===== config.mk =====
export PLATFORM = sky130hd
export DESIGN_NAME = wormhole_switch_allocator
export DESIGN_NICKNAME = d
export VERILOG_FILES = /design/src/rtl/wormhole_switch_allocator.sv
export SDC_FILE = /design/constraint.sdc
export NUM_CORES = 1
export LEC_CHECK = 0
export ABC_CLOCK_PERIOD_IN_PS = 6900
export BUFFER_PORTS_ARGS = -buffer_cell sky130_fd_sc_hd__buf_4
export CAP_MARGIN = 20
export CELL_PAD_IN_SITES_DETAIL_PLACEMENT = 1
export CELL_PAD_IN_SITES_GLOBAL_PLACEMENT = 1
export CORE_MARGIN = 3
export CORE_UTILIZATION = 47
export DETAILED_ROUTE_END_ITERATION = 10
export GPL_TIMING_DRIVEN = 0
export PLACE_DENSITY = 0.94
export SLEW_MARGIN = 10
export SYNTH_ARGS = -nofsm -noshare
export SYNTH_HDL_FRONTEND = slang
export SYNTH_SLANG_ARGS = --single-unit

===== constraint.sdc =====
create_clock -name clk -period 6.9 [get_ports clk]
set_clock_uncertainty 0.2 [all_clocks]
set_input_delay 1.38 -clock clk [delete_from_list [all_inputs] [get_ports clk]]
set_output_delay 1.38 -clock clk [all_outputs]
set_load 0.03 [all_outputs]

===== src/rtl/wormhole_switch_allocator.sv =====
// Wormhole switch allocator: one round-robin arbiter per output, with registered grants.
// Define SA_PACKET_LOCK_EN to hold an output for a whole packet; otherwise arbitration is per flit.
module wormhole_switch_allocator #(
    parameter  int N_IN  = 5,
    parameter  int N_OUT = 5,
    localparam int OW    = (N_OUT > 1) ? $clog2(N_OUT) : 1,
    localparam int IW    = (N_IN > 1) ? $clog2(N_IN) : 1
) (
    input  logic                clk,
    input  logic                rst,
    input  logic [N_IN-1:0]     req_vld,
    input  logic [N_IN*OW-1:0]  req_port,
    input  logic [N_IN-1:0]     req_tail,
    input  logic [N_OUT-1:0]    out_rdy,
    output logic [N_IN-1:0]     gnt,
    output logic [N_OUT-1:0]    out_vld,
    output logic [N_OUT*IW-1:0] out_sel
);

    logic [IW-1:0]     ptr_r     [N_OUT];
    logic [N_IN-1:0]   gnt_r;
    logic [N_OUT-1:0]  out_vld_r;
    logic [N_OUT*IW-1:0] out_sel_r;

    logic [N_IN-1:0]   elig_s    [N_OUT];
    logic [N_OUT-1:0]  win_vld_s;
    logic [IW-1:0]     win_idx_s [N_OUT];
    logic [IW-1:0]     ptr_nxt_s [N_OUT];
    logic [N_OUT-1:0]  grant_s;
    logic [N_IN-1:0]   gnt_nxt_s;

`ifdef SA_PACKET_LOCK_EN
    logic [N_OUT-1:0]  lock_vld_r;
    logic [IW-1:0]     lock_in_r [N_OUT];
    logic [N_OUT-1:0]  win_tail_s;
`else
    logic              unused_tail_s;
    assign unused_tail_s = ^req_tail;
`endif

    // (base + k) mod N_IN, with both operands already below N_IN
    function automatic logic [IW-1:0] wrap_add(input logic [IW-1:0] base, input int k);
        int sum;
        sum = int'(base) + k;
        return (sum >= N_IN) ? IW'(sum - N_IN) : IW'(sum);
    endfunction

    // Requesters eligible for each output; an out-of-range port never matches any j
    always_comb begin
        for (int j = 0; j < N_OUT; j++) begin
            for (int i = 0; i < N_IN; i++) begin
                elig_s[j][i] = req_vld[i] && (req_port[i*OW +: OW] == OW'(j));
`ifdef SA_PACKET_LOCK_EN
                elig_s[j][i] = elig_s[j][i] && (!lock_vld_r[j] || (lock_in_r[j] == IW'(i)));
`endif
            end
        end
    end

    // Round-robin pick: first eligible input at or after ptr, wrapping
    always_comb begin
        for (int j = 0; j < N_OUT; j++) begin
            win_vld_s[j] = 1'b0;
            win_idx_s[j] = '0;
            for (int k = 0; k < N_IN; k++) begin
                win_idx_s[j] = (!win_vld_s[j] && elig_s[j][wrap_add(ptr_r[j], k)]) ?
                               wrap_add(ptr_r[j], k) : win_idx_s[j];
                win_vld_s[j] = win_vld_s[j] || elig_s[j][wrap_add(ptr_r[j], k)];
            end
            grant_s[j]   = win_vld_s[j] && out_rdy[j];
            ptr_nxt_s[j] = wrap_add(win_idx_s[j], 1);
`ifdef SA_PACKET_LOCK_EN
            win_tail_s[j] = req_tail[win_idx_s[j]];
`endif
        end
    end

    // Per-input grant is the OR of every output that picked that input
    always_comb begin
        gnt_nxt_s = '0;
        for (int j = 0; j < N_OUT; j++) begin
            for (int i = 0; i < N_IN; i++) begin
                gnt_nxt_s[i] = gnt_nxt_s[i] | (grant_s[j] && (win_idx_s[j] == IW'(i)));
            end
        end
    end

    // Registered grant outputs and round-robin pointers
    always_ff @(posedge clk or posedge rst) begin
        if (rst) begin
            gnt_r     <= '0;
            out_vld_r <= '0;
            out_sel_r <= '0;
            for (int j = 0; j < N_OUT; j++) begin
                ptr_r[j] <= '0;
            end
        end else begin
            gnt_r     <= gnt_nxt_s;
            out_vld_r <= grant_s;
            for (int j = 0; j < N_OUT; j++) begin
                out_sel_r[j*IW +: IW] <= grant_s[j] ? win_idx_s[j] : '0;
`ifdef SA_PACKET_LOCK_EN
                if (grant_s[j] && win_tail_s[j]) begin
`else
                if (grant_s[j]) begin
`endif
                    ptr_r[j] <= ptr_nxt_s[j];
                end
            end
        end
    end

`ifdef SA_PACKET_LOCK_EN
    // Packet lock: a head claims the output, the tail releases it
    always_ff @(posedge clk or posedge rst) begin
        if (rst) begin
            lock_vld_r <= '0;
            for (int j = 0; j < N_OUT; j++) begin
                lock_in_r[j] <= '0;
            end
        end else begin
            for (int j = 0; j < N_OUT; j++) begin
                if (grant_s[j]) begin
                    lock_vld_r[j] <= !win_tail_s[j];
                    lock_in_r[j]  <= win_idx_s[j];
                end
            end
        end
    end
`endif

    assign gnt     = gnt_r;
    assign out_vld = out_vld_r;
    assign out_sel = out_sel_r;

endmodule


==> run metrics <==
Mapped Avg Cell Area=roughly 8.1 sq um; CP Launch Point=ptr_r[0]; antenna cell count=0; Crit-path slowest cell=o21ai_0; DR WL/cell=22.9 um; DP HPWL=about 18 mm; Antenna Violating Nets Remaining=0; vias in the first global route=7090; CP Class=reg -> reg; Layout fillers=1671; worst-margin pin slew=about 1100 ps; Max-Cap Viols=0; I/O Buffers=51; Critical Path Sink Type=flip-flop; status=finished clean; Peak Freq=168 MHz; top cell type by total area after synthesis=dfrtp_1; Post-Route WL=between 20 and 25 mm; Final Hold Fails=0; core area=0.0136 sq mm; Max transition margin=0.272; PostCTS Resize Cnt=0; CP top delay family=compound AO/OA/AOI/OAI gates; die area=0.0156 sq mm; Synth top area share=0.150; Final #Nets=985; Netlist cell types=slightly below 100; FF-to-FF Start=ptr_r[0]; first-pass GRT wire length=about 38 mm; initial DRC count=845; Min-Delay Endpoint=ptr_r[10]; Initial Util=0.491; CP peak stage delay=about 710 ps; CP bufs+invs=4; clk root buf=clkbuf_16; RSZ-0062 raised after global routing=no; most common cell in the netlist=nor2_1; vias per cell=6.86; fin. max-slew vios=0; CTS H-Tree Depth=2; min cycle time layout=~6000 ps; worst min-delay path startpoint=ptr_r[10]; worst-path fanout max=8; First-pass DRT Iterations=5; YS warnings=0; Worst Hold Class=reg -> reg; FF-to-FF setup slack=around 940 ps; gr ovfl total=0; Routability Congestion=0.994; hold bufs inserted after CTS=0; CTS tree=yes; die width=125 um; Die Height=125 um; Via Count=roughly 7.2k; TritonCTS buffer count=5; largest net degree at the start of global routing=22; Post-Synthesis Cells=819; post-synthesis sequential element count=40; clock tree buffer depth=2; syn_nets=924; Setup Viol. Count Final=0; layout cells sized above 1=0.145; # rows=42; Tcrit/Tclk final=0.864; gr usage total=0.295; initial antenna violation count=0; post-synthesis sequential area ratio=0.150; Post-synth ARST share=1.00; postcts setup bufs=0; DRC=0; post-synthesis cell area=0.00666 sq mm; CP Cell Sequence=clkbuf_1 > inv_1 > ha_1 > inv_1 > fa_1 > a21oi_1 > nor2_1 > a21oi_1 > mux4_2 > a21oi_1 > nand3_2 > o21ai_0 > inv_1 > ha_1 > ha_1 > and2_0 > a221oi_1 > nand3_1; worst skew pair latency=300 ps; required time worst endpoint=6850 ps; largest cells by area after synthesis=dfrtp_1 15%, ha_1 13%, mux2i_1 4.7%; P&R area growth vs syn=11.7%; # IOs=57; Arrival @ worst endpoint=5910 ps; RR Endpoint=gnt[3]; clock slew seen by the registers of the worst setup and hold paths=70 ps; setup_tns=0 ps; Post-synth EDFFs=0; most instantiated cells after synthesis=81 x nor2_1, 68 x ha_1, 62 x inv_1; Worst R2R Path Depth=18; clock sink total=40; dominant synthesized flop cell=dfrtp_1; CP Launch Type=flip-flop; WHS Path Cells=2
layer usage:
layer | vias to the layer above | routed length, um | part of all wire | global-route usage
met2 | 361 | 11500 | 0.47 | 0.492
met4 | 0 | 1070 | 0.044 | 0.124
met3 | 75 | 1540 | 0.064 | 0.0380
met5 | - | 0 | 0 | 0
met1 | 3577 | 10100 | 0.42 | 0.387
li1 | 3233 | - | - | -
how the worst max path moves through the flow:
stage | end | cells past startpoint
after global routing | ptr_r[0] | 18
after detailed placement | ptr_r[12] | 14
final | gnt[3] | 18
after floorplan | ptr_r[10] | 14
after CTS | ptr_r[0] | 18
after global placement | gnt[3] | 13
sequential cells by signal, summed over array words and instances (netlist names):
name / cells
out_vld: 5
gnt: 5
out_sel: 15
ptr_r: 15
cells in the final DEF (no fill, tap or decap), types with 7 or more instances in the layout:
cell,count
a211oi_1,15
mux4_2,10
nor2b_1,12
nand3b_1,8
mux2_2,10
o211ai_1,7
clkbuf_1,15
o22ai_1,13
nor3_1,21
and3_1,11
and2_1,12
xnor2_1,23
nor4_1,10
a32oi_1,7
mux2i_1,31
a221oi_1,14
a21o_1,8
o21ai_0,37
buf_2,8
inv_1,61
nor2_1,81
ha_1,68
nand3_1,18
nor3b_1,7
nand2b_1,14
a21oi_1,42
dfrtp_1,40
nand2_1,45
or3_1,10
nor4b_1,8
buf_4,52
per-stage QoR:
step	instance area (sq um)	hold WS [ps]	std cells	setup WS (ps)	util
final	7430	506	1056	940	0.548
after global routing	7430	571	1056	707	0.548
after CTS	7430	519	1055	1140	0.548
after detailed placement	7290	493	1048	898	0.538
after global placement	7260	442	1046	1070	0.535
after floorplan	6660	387	819	1880	-
cells by family (layout without fill, tap and decap cells):
logic type | after synthesis | in the layout | share of synthesized area
flops | 40 | 40 | 0.150
compound gates | 233 | 233 | 0.263
simple gates | 304 | 304 | 0.257
xor+xnor | 26 | 26 | 0.0342
fa+ha+maj | 73 | 73 | 0.143
buf+inv | 91 | 152 | 0.0532
mux | 52 | 52 | 0.0995
cell type report:
class / instances / area (sq um) / area share
Multi-Input combinational cell: 688 / 5300 / 0.713
Sequential cell: 40 / 1000 / 0.135
Timing Repair Buffer: 54 / 420 / 0.0566
Inverter: 68 / 255 / 0.0343
Tap cell: 176 / 220 / 0.0296
Clock buffer: 5 / 125 / 0.0168
Buffer: 23 / 98.8 / 0.0133
Clock inverter: 2 / 12.5 / 0.00168
tightest hold or removal path: stages (launching register included):
cell and delay, ps:
dfrtp_1 490, nand2_1 100, o21ai_0 70
Power is left out: the tool's default activity adds up to more than one toggle a clock period on the data nets, which glitch-free logic cannot reach.
